File: src/rtl/regex_job_sequencer_pkg.sv
`default_nettype none
// ============================================================================
// Module : regex_job_sequencer_pkg
// Brief  : Shared command/status encodings, result codes and sequencer states.
// Rev    : 1.0
// ============================================================================
package regex_job_sequencer_pkg;

    localparam int REG_WIDTH = 32;

    localparam logic [REG_WIDTH-1:0] CMD_NOP                = 32'd0;
    localparam logic [REG_WIDTH-1:0] CMD_WRITE              = 32'd1;
    localparam logic [REG_WIDTH-1:0] CMD_START              = 32'd2;
    localparam logic [REG_WIDTH-1:0] CMD_RESET              = 32'd3;
    localparam logic [REG_WIDTH-1:0] CMD_READ_ELAPSED_CLOCK = 32'd4;
    localparam logic [REG_WIDTH-1:0] CMD_RESTART            = 32'd5;

    localparam logic [REG_WIDTH-1:0] STATUS_IDLE     = 32'd0;
    localparam logic [REG_WIDTH-1:0] STATUS_RUNNING  = 32'd1;
    localparam logic [REG_WIDTH-1:0] STATUS_ACCEPTED = 32'd2;
    localparam logic [REG_WIDTH-1:0] STATUS_REJECTED = 32'd3;
    localparam logic [REG_WIDTH-1:0] STATUS_ERROR    = 32'd4;

    typedef enum logic [1:0] {
        RES_ACCEPT  = 2'd0,
        RES_REJECT  = 2'd1,
        RES_ERROR   = 2'd2,
        RES_TIMEOUT = 2'd3
    } res_code_t;

    typedef enum logic [2:0] {
        ST_IDLE    = 3'd0,
        ST_LOAD    = 3'd1,
        ST_START   = 3'd2,
        ST_RUN     = 3'd3,
        ST_READ_CC = 3'd4,
        ST_RESTART = 3'd5,
        ST_REPORT  = 3'd6
    } state_t;

endpackage
`default_nettype wire

File: src/rtl/regex_job_sequencer_if.sv
`default_nettype none
// ============================================================================
// Module : regex_job_sequencer_if
// Brief  : Job, program-load and result handshakes of the job sequencer.
// Rev    : 1.0
// ============================================================================
interface regex_job_sequencer_if #(
    parameter int REG_WIDTH       = regex_job_sequencer_pkg::REG_WIDTH,
    parameter int PROG_ADDR_WIDTH = 10
);
    logic                     job_valid;
    logic                     job_ready;
    logic [PROG_ADDR_WIDTH:0] job_prog_len;
    logic [REG_WIDTH-1:0]     job_start_cc;
    logic [REG_WIDTH-1:0]     job_end_cc;

    logic                     prog_valid;
    logic                     prog_ready;
    logic [31:0]              prog_data;

    logic                     res_valid;
    logic                     res_ready;
    logic [1:0]               res_code;
    logic [REG_WIDTH-1:0]     res_elapsed;

    modport master (
        output job_valid, job_prog_len, job_start_cc, job_end_cc,
        input  job_ready,
        output prog_valid, prog_data,
        input  prog_ready,
        input  res_valid, res_code, res_elapsed,
        output res_ready
    );

    modport slave (
        input  job_valid, job_prog_len, job_start_cc, job_end_cc,
        output job_ready,
        input  prog_valid, prog_data,
        output prog_ready,
        output res_valid, res_code, res_elapsed,
        input  res_ready
    );
endinterface
`default_nettype wire

File: src/rtl/regex_job_sequencer.sv
`default_nettype none
// ============================================================================
// Module : regex_job_sequencer
// Brief  : Loads a regex program, starts a match run, watches it and reports.
// Rev    : 1.0
// ============================================================================
module regex_job_sequencer
    import regex_job_sequencer_pkg::*;
#(
    parameter int REG_WIDTH       = regex_job_sequencer_pkg::REG_WIDTH,
    parameter int PROG_ADDR_WIDTH = 10,
    parameter int TIMEOUT_WIDTH   = 24
) (
    input  wire logic                     clk,
    input  wire logic                     rst,
    regex_job_sequencer_if.slave          bus,
    input  wire logic [TIMEOUT_WIDTH-1:0] timeout_cycles,
    output logic [REG_WIDTH-1:0]          cmd_register,
    output logic [REG_WIDTH-1:0]          address_register,
    output logic [REG_WIDTH-1:0]          data_in_register,
    output logic [REG_WIDTH-1:0]          start_cc_pointer_register,
    output logic [REG_WIDTH-1:0]          end_cc_pointer_register,
    input  wire logic [REG_WIDTH-1:0]     status_register,
    input  wire logic [REG_WIDTH-1:0]     data_o_register
);

    localparam int IDX_W = PROG_ADDR_WIDTH + 1;
    localparam logic [IDX_W-1:0] c_max_len = {1'b1, {PROG_ADDR_WIDTH{1'b0}}};

    localparam logic [REG_WIDTH-1:0] c_cmd_nop     = REG_WIDTH'(CMD_NOP);
    localparam logic [REG_WIDTH-1:0] c_cmd_write   = REG_WIDTH'(CMD_WRITE);
    localparam logic [REG_WIDTH-1:0] c_cmd_start   = REG_WIDTH'(CMD_START);
    localparam logic [REG_WIDTH-1:0] c_cmd_reset   = REG_WIDTH'(CMD_RESET);
    localparam logic [REG_WIDTH-1:0] c_cmd_read    = REG_WIDTH'(CMD_READ_ELAPSED_CLOCK);
    localparam logic [REG_WIDTH-1:0] c_cmd_restart = REG_WIDTH'(CMD_RESTART);

    // Reset asserts asynchronously but is released only after two clock edges.
    logic [1:0] r_rst_sync;
    logic       w_rst_n;

    always_ff @(posedge clk or negedge rst) begin
        if (!rst) begin
            r_rst_sync <= 2'b00;
        end else begin
            r_rst_sync <= {r_rst_sync[0], 1'b1};
        end
    end

    assign w_rst_n = r_rst_sync[1];

    state_t                   r_state;
    logic [IDX_W-1:0]         r_len;
    logic [IDX_W-1:0]         r_idx;
    logic [TIMEOUT_WIDTH-1:0] r_wdog;
    logic                     r_rd_phase;
    logic [REG_WIDTH-1:0]     r_cmd;
    logic [REG_WIDTH-1:0]     r_addr;
    logic [REG_WIDTH-1:0]     r_data;
    logic [REG_WIDTH-1:0]     r_start_cc;
    logic [REG_WIDTH-1:0]     r_end_cc;
    logic                     r_job_ready;
    logic                     r_prog_ready;
    logic                     r_res_valid;
    res_code_t                r_res_code;
    logic [REG_WIDTH-1:0]     r_res_elapsed;

    logic [IDX_W-1:0] w_len_clamped;
    logic [IDX_W-1:0] w_idx_next;
    logic             w_st_running;
    logic             w_st_idle;
    logic             w_done;
    res_code_t        w_done_code;
    logic             w_timeout_hit;

    assign w_len_clamped = (bus.job_prog_len > c_max_len) ? c_max_len : bus.job_prog_len;
    assign w_idx_next    = r_idx + IDX_W'(1);
    assign w_st_running  = (status_register == REG_WIDTH'(STATUS_RUNNING));
    assign w_st_idle     = (status_register == REG_WIDTH'(STATUS_IDLE));
    assign w_timeout_hit = (timeout_cycles != '0) && (r_wdog == timeout_cycles);

    always_comb begin
        w_done      = 1'b1;
        w_done_code = RES_ACCEPT;
        if (status_register == REG_WIDTH'(STATUS_ACCEPTED)) begin
            w_done_code = RES_ACCEPT;
        end else if (status_register == REG_WIDTH'(STATUS_REJECTED)) begin
            w_done_code = RES_REJECT;
        end else if (status_register == REG_WIDTH'(STATUS_ERROR)) begin
            w_done_code = RES_ERROR;
        end else begin
            w_done = 1'b0;
        end
    end

    always_ff @(posedge clk or negedge w_rst_n) begin
        if (!w_rst_n) begin
            r_state       <= ST_IDLE;
            r_len         <= '0;
            r_idx         <= '0;
            r_wdog        <= '0;
            r_rd_phase    <= 1'b0;
            r_cmd         <= c_cmd_nop;
            r_addr        <= '0;
            r_data        <= '0;
            r_start_cc    <= '0;
            r_end_cc      <= '0;
            r_job_ready   <= 1'b1;
            r_prog_ready  <= 1'b0;
            r_res_valid   <= 1'b0;
            r_res_code    <= RES_ACCEPT;
            r_res_elapsed <= '0;
        end else begin
            case (r_state)
                ST_IDLE: begin
                    r_cmd       <= c_cmd_nop;
                    r_job_ready <= 1'b1;
                    if (bus.job_valid) begin
                        r_len       <= w_len_clamped;
                        r_idx       <= '0;
                        r_start_cc  <= bus.job_start_cc;
                        r_end_cc    <= bus.job_end_cc;
                        r_job_ready <= 1'b0;
                        if (w_len_clamped != '0) begin
                            r_prog_ready <= 1'b1;
                            r_state      <= ST_LOAD;
                        end else begin
                            r_cmd   <= c_cmd_start;
                            r_state <= ST_START;
                        end
                    end
                end
                ST_LOAD: begin
                    r_cmd <= c_cmd_nop;
                    if (bus.prog_valid) begin
                        r_cmd  <= c_cmd_write;
                        r_addr <= REG_WIDTH'(r_idx);
                        r_data <= REG_WIDTH'(bus.prog_data);
                        r_idx  <= w_idx_next;
                        // Last word: its write is still on the bus during the first START cycle.
                        if (w_idx_next == r_len) begin
                            r_prog_ready <= 1'b0;
                            r_state      <= ST_START;
                        end
                    end
                end
                ST_START: begin
                    if (r_cmd == c_cmd_start && w_st_running) begin
                        r_cmd   <= c_cmd_nop;
                        r_wdog  <= '0;
                        r_state <= ST_RUN;
                    end else begin
                        r_cmd <= c_cmd_start;
                    end
                end
                ST_RUN: begin
                    r_cmd <= c_cmd_nop;
                    if (w_done) begin
                        r_res_code <= w_done_code;
                        r_cmd      <= c_cmd_read;
                        r_rd_phase <= 1'b0;
                        r_state    <= ST_READ_CC;
                    end else if (w_timeout_hit) begin
                        r_cmd         <= c_cmd_reset;
                        r_res_code    <= RES_TIMEOUT;
                        r_res_elapsed <= REG_WIDTH'(r_wdog);
                        r_res_valid   <= 1'b1;
                        r_state       <= ST_REPORT;
                    end else if (r_wdog != '1) begin
                        r_wdog <= r_wdog + TIMEOUT_WIDTH'(1);
                    end
                end
                ST_READ_CC: begin
                    r_cmd      <= c_cmd_nop;
                    r_rd_phase <= ~r_rd_phase;
                    if (r_rd_phase) begin
                        r_res_elapsed <= data_o_register;
                        r_cmd         <= c_cmd_restart;
                        r_state       <= ST_RESTART;
                    end
                end
                ST_RESTART: begin
                    if (r_cmd == c_cmd_restart && w_st_idle) begin
                        r_cmd       <= c_cmd_nop;
                        r_res_valid <= 1'b1;
                        r_state     <= ST_REPORT;
                    end else begin
                        r_cmd <= c_cmd_restart;
                    end
                end
                ST_REPORT: begin
                    r_cmd <= c_cmd_nop;
                    if (bus.res_ready) begin
                        r_res_valid <= 1'b0;
                        r_job_ready <= 1'b1;
                        r_state     <= ST_IDLE;
                    end
                end
                default: begin
                    r_state <= ST_IDLE;
                end
            endcase
        end
    end

    assign cmd_register              = r_cmd;
    assign address_register          = r_addr;
    assign data_in_register          = r_data;
    assign start_cc_pointer_register = r_start_cc;
    assign end_cc_pointer_register   = r_end_cc;
    assign bus.job_ready             = r_job_ready;
    assign bus.prog_ready            = r_prog_ready;
    assign bus.res_valid             = r_res_valid;
    assign bus.res_code              = r_res_code;
    assign bus.res_elapsed           = r_res_elapsed;

endmodule
`default_nettype wire

File: src/flat_wrapper.sv
// flat-port wrapper written by rule: the top's interface ports become plain ports
module regex_job_sequencer_flat import regex_job_sequencer_pkg::*;
#(
    parameter int REG_WIDTH       = regex_job_sequencer_pkg::REG_WIDTH,
    parameter int PROG_ADDR_WIDTH = 10,
    parameter int TIMEOUT_WIDTH   = 24
)
  (clk, rst, timeout_cycles, cmd_register, address_register, data_in_register, start_cc_pointer_register, end_cc_pointer_register, status_register, data_o_register, bus_job_valid, bus_job_prog_len, bus_job_start_cc, bus_job_end_cc, bus_job_ready, bus_prog_valid, bus_prog_data, bus_prog_ready, bus_res_valid, bus_res_code, bus_res_elapsed, bus_res_ready);
  regex_job_sequencer_if #(.REG_WIDTH(REG_WIDTH), .PROG_ADDR_WIDTH(PROG_ADDR_WIDTH)) bus_i ();
  input  wire logic clk;
  input  wire logic rst;
  input  wire logic [TIMEOUT_WIDTH-1:0] timeout_cycles;
  output logic [REG_WIDTH-1:0] cmd_register;
  output logic [REG_WIDTH-1:0] address_register;
  output logic [REG_WIDTH-1:0] data_in_register;
  output logic [REG_WIDTH-1:0] start_cc_pointer_register;
  output logic [REG_WIDTH-1:0] end_cc_pointer_register;
  input  wire logic [REG_WIDTH-1:0] status_register;
  input  wire logic [REG_WIDTH-1:0] data_o_register;
  input wire logic [$bits(bus_i.job_valid)-1:0] bus_job_valid;
  input wire logic [$bits(bus_i.job_prog_len)-1:0] bus_job_prog_len;
  input wire logic [$bits(bus_i.job_start_cc)-1:0] bus_job_start_cc;
  input wire logic [$bits(bus_i.job_end_cc)-1:0] bus_job_end_cc;
  output wire logic [$bits(bus_i.job_ready)-1:0] bus_job_ready;
  input wire logic [$bits(bus_i.prog_valid)-1:0] bus_prog_valid;
  input wire logic [$bits(bus_i.prog_data)-1:0] bus_prog_data;
  output wire logic [$bits(bus_i.prog_ready)-1:0] bus_prog_ready;
  output wire logic [$bits(bus_i.res_valid)-1:0] bus_res_valid;
  output wire logic [$bits(bus_i.res_code)-1:0] bus_res_code;
  output wire logic [$bits(bus_i.res_elapsed)-1:0] bus_res_elapsed;
  input wire logic [$bits(bus_i.res_ready)-1:0] bus_res_ready;
  assign bus_i.job_valid = bus_job_valid;
  assign bus_i.job_prog_len = bus_job_prog_len;
  assign bus_i.job_start_cc = bus_job_start_cc;
  assign bus_i.job_end_cc = bus_job_end_cc;
  assign bus_job_ready = bus_i.job_ready;
  assign bus_i.prog_valid = bus_prog_valid;
  assign bus_i.prog_data = bus_prog_data;
  assign bus_prog_ready = bus_i.prog_ready;
  assign bus_res_valid = bus_i.res_valid;
  assign bus_res_code = bus_i.res_code;
  assign bus_res_elapsed = bus_i.res_elapsed;
  assign bus_i.res_ready = bus_res_ready;
  regex_job_sequencer #(.REG_WIDTH(REG_WIDTH), .PROG_ADDR_WIDTH(PROG_ADDR_WIDTH), .TIMEOUT_WIDTH(TIMEOUT_WIDTH)) u_core (.clk(clk), .rst(rst), .bus(bus_i), .timeout_cycles(timeout_cycles), .cmd_register(cmd_register), .address_register(address_register), .data_in_register(data_in_register), .start_cc_pointer_register(start_cc_pointer_register), .end_cc_pointer_register(end_cc_pointer_register), .status_register(status_register), .data_o_register(data_o_register));
endmodule
File: config.mk
export PLATFORM = sky130hd
export DESIGN_NAME = regex_job_sequencer_flat
export DESIGN_NICKNAME = d
export VERILOG_FILES = /design/src/rtl/regex_job_sequencer_pkg.sv /design/src/rtl/regex_job_sequencer_if.sv /design/src/rtl/regex_job_sequencer.sv /design/src/flat_wrapper.sv
export SDC_FILE = /design/constraint.sdc
export NUM_CORES = 1
export LEC_CHECK = 0
export CORE_MARGIN = 5
export CORE_UTILIZATION = 30
export CTS_CLUSTER_DIAMETER = 30
export DETAILED_ROUTE_END_ITERATION = 6
export PLACE_DENSITY = 0.63
export SYNTH_ARGS = -nofsm -noshare
export SYNTH_HDL_FRONTEND = slang
export SYNTH_SLANG_ARGS = --single-unit
File: constraint.sdc
create_clock -name clk -period 9.5 [get_ports clk]
set_clock_uncertainty 0.05 [all_clocks]
set_input_delay 2.85 -clock clk [delete_from_list [all_inputs] [get_ports clk]]
set_output_delay 2.85 -clock clk [all_outputs]
set_load 0.02 [all_outputs]
==> metrics.yaml <==
cts.sinks: 199
fin_setup_tns_ns: 0
ctsResizeCount: 0
worst_pin_slew_ns: 1.12
synth-simple-area-share: 0.253
synth_cell_types: 64
grt_max_degree: 76
reg2reg_depth: 6
die_h_um: 193
cts_tree: "yes"
synth_top_family_by_area: "simple AND/OR/NAND/NOR gates"
synth_edf_count: 0
netlist_instances: 1130
grt-ovfl-total: 0
status: "completed"
vias_per_cell: 4.76
yosysSeqAreaShare: 0.498
synth-adder-area-share: 0.00250
regArea_um2: 4980
ant_nets: 0
wl_per_cell_um: 16.8
end_kind: "flip-flop"
critPathKind: "in2reg"
grt_pass1_vias: 9008
vdd_drop_max_mv: 0.132
port_buffers: 346
synth.area.top_cells: "dfrtp_1 50%, nand2_1 14%, mux2i_1 4.1%"
syn_to_final_growth_pct: 43.0
root_buffer: "clkbuf_16"
slew_headroom: 0.251
post_cts_buffers: 0
multiInputGateArea_um2: 4530
ys_warn_count: 0
clock_latency_ns: 0.45
crit_fanout: 30
max_freq_mhz: 171
synth_area_um2: 10000
nNetsFinal: 1643
drt_first_iter_violations: 400
gp_congestion: 0.851
layout_worst_path_cycle_share: 0.614
hpwl_um: 23400
hp-class: "reg2reg"
synth_area_leader_cell: "dfrtp_1"
hold_buffers: 0
period_minus_slack_ns: 5.83
p_leak_nw: 6.42
synth_seq_cells: 199
cts_buffer_depth: 2
synth_compound_area_frac: 0.101
grt_pass1_wl_um: 49100
ys.flop_type: "dfrtp_1"
rows: 66
synth_xor_area_frac: 0.0307
rsz0062_at_grt: "no"
cp.required_ns: 9.84
h-tree-depth: 4
timing.hold.ws_ns: 0.304
die_area_um2: 37100
start_util: 0.306
synth_top_cell_area_share: 0.495
dr.pass1.iters: 5
drv_cap: 0
power_density_nw_per_um2: 123
syn_avg_cell_area_um2: 8.85
n_fill_cell: 3251
drive_above_1_share: 0.0406
antenna_found_initial: 3
grt_use_total: 0.166
die_w_um: 193
whs_path_depth: 0
cts.reportedPaths.clkPinSlew_ns: 0.08
finalHoldViolations: 0
wirelength_um: 31800
cts-buffers-inserted: 17
worstPathArrival_ns: 6.17
slew_violations: 0
finalSetupViolCount: 0
io_pins: 397
coreArea_um2: 32700
async_reset_ff_frac: 1.00
power.total_mw: 1.76
start_kind: "input port"
muxShareOfSynthArea: 0.0433
drc: 0
vias: 9025
## cell families after synthesis
group / count (synthesis)
xor gates and xnor gates: 35
muxes: 43
DFF: 199
and+or+nand+nor: 561
buffers and inverters: 132
other: 2
AOI/OAI and AO/OA: 156
adders and majority gates: 2
## placed cells by master (no fill, tap or decap), drive strengths merged, types with 5 or more instances in the layout
| master | synthesis | routed |
|---|---|---|
| and4 | 5 | 5 |
| dfrtp | 198 | 198 |
| nand3b | 8 | 8 |
| mux2i | 41 | 41 |
| nor4 | 35 | 35 |
| xor2 | 28 | 28 |
| nand3 | 22 | 22 |
| a21oi | 35 | 35 |
| nand2 | 380 | 380 |
| or4 | 6 | 6 |
| o21ai | 33 | 33 |
| clkbuf | 46 | 19 |
| o21a | 5 | 5 |
| nor2 | 28 | 28 |
| clkdlybuf4s50 | 0 | 346 |
| nand4 | 15 | 15 |
| a22o | 5 | 5 |
| o31ai | 19 | 19 |
| nand2b | 10 | 10 |
| buf | 68 | 11 |
| a31oi | 24 | 24 |
| and3 | 15 | 15 |
| xnor2 | 7 | 7 |
| conb | 2 | 51 |
| inv | 18 | 22 |
| nor3 | 14 | 14 |
## metrics by stage
stage	instances	utilization	instance area [µm²]	setup slack [ns]
floorplan	1179	-	10200	3.50
global placement	1864	0.418	13700	3.29
detailed placement	1864	0.418	13700	3.19
CTS	1896	0.437	14300	3.68
global route	1898	0.437	14300	3.44
finish	1898	0.437	14300	3.67
## state kept, by name, indices dropped and copies added (netlist names)
register,count
u_core.bus.res_elapsed,32
u_core.data_in_register,32
u_core.end_cc_pointer_register,32
u_core.start_cc_pointer_register,32
u_core.r_wdog,24
u_core.address_register,11
u_core.r_idx,11
u_core.r_len,11
u_core.cmd_register,3
u_core.r_state,3
u_core.bus.res_code,2
u_core.r_rst_sync,2
u_core.bus.job_ready,1
u_core.bus.prog_ready,1
u_core.bus.res_valid,1
u_core.r_rd_phase,1
## routing by layer
layer	global-route usage	share of wire	vias up
met5	0	0.00035	-
met4	0.0554	0.022	2
met3	0.0602	0.085	37
met2	0.269	0.48	303
met1	0.207	0.42	4300
li1	-	-	4383
## worst max-delay path, stage by stage
cell and delay (ns):
clkdlybuf4s50_1 0.48, or3_4 0.43, nor4_4 0.28, nand4_2 0.51, a221o_1 0.84, or4_1 0.61
a21oi_1 0.15
## worst paths after layout
check	startpoint	endpoint	slack [ns]
min in group asynchronous	u_core.r_rst_sync[1]$_DFF_PN0_	u_core.start_cc_pointer_register[4]$_DFFE_PN0P_	0.40
setup reg to reg	u_core.r_state[0]$_DFFE_PN0P_	u_core.r_wdog[13]$_DFFE_PN0P_	6.19
hold / removal	u_core.r_rst_sync[0]$_DFF_PN0_	u_core.r_rst_sync[1]$_DFF_PN0_	0.30
max in group asynchronous	rst	u_core.r_rst_sync[1]$_DFF_PN0_	6.75
hold reg to reg	u_core.r_rst_sync[0]$_DFF_PN0_	u_core.r_rst_sync[1]$_DFF_PN0_	0.30
setup / recovery	status_register[1]	u_core.r_wdog[13]$_DFFE_PN0P_	3.67
## Yosys cell counts (6+ instances only)
master / count
nand2_1: 380
dfrtp_1: 198
buf_4: 50
clkbuf_1: 45
mux2i_1: 41
a21oi_1: 35
nor4_1: 33
o21ai_0: 32
nor2_1: 28
xor2_1: 28
a31oi_1: 24
nand3_1: 22
o31ai_1: 19
inv_1: 18
and3_1: 15
nand4_1: 14
nor3_1: 14
buf_1: 11
nand2b_1: 10
nand3b_1: 8
xnor2_1: 7
or4_1: 6
## report_power, final
group | total (mW) | switching, mW | internal [mW]
clock | 0.775 | 0.349 | 0.425
combinational | 0.128 | 0.0511 | 0.0770
sequential | 0.853 | 0.00601 | 0.847
## layout make-up
type	count	area share
inverters	18	0.00473
diodes	2	0.000350
repair buffers	357	0.248
well taps	442	0.0387
clock buffers	19	0.0310
multi-input cells	848	0.317
flip-flops and latches	199	0.349
clock inverters	13	0.0117
Power figures use the tool's default switching activity.
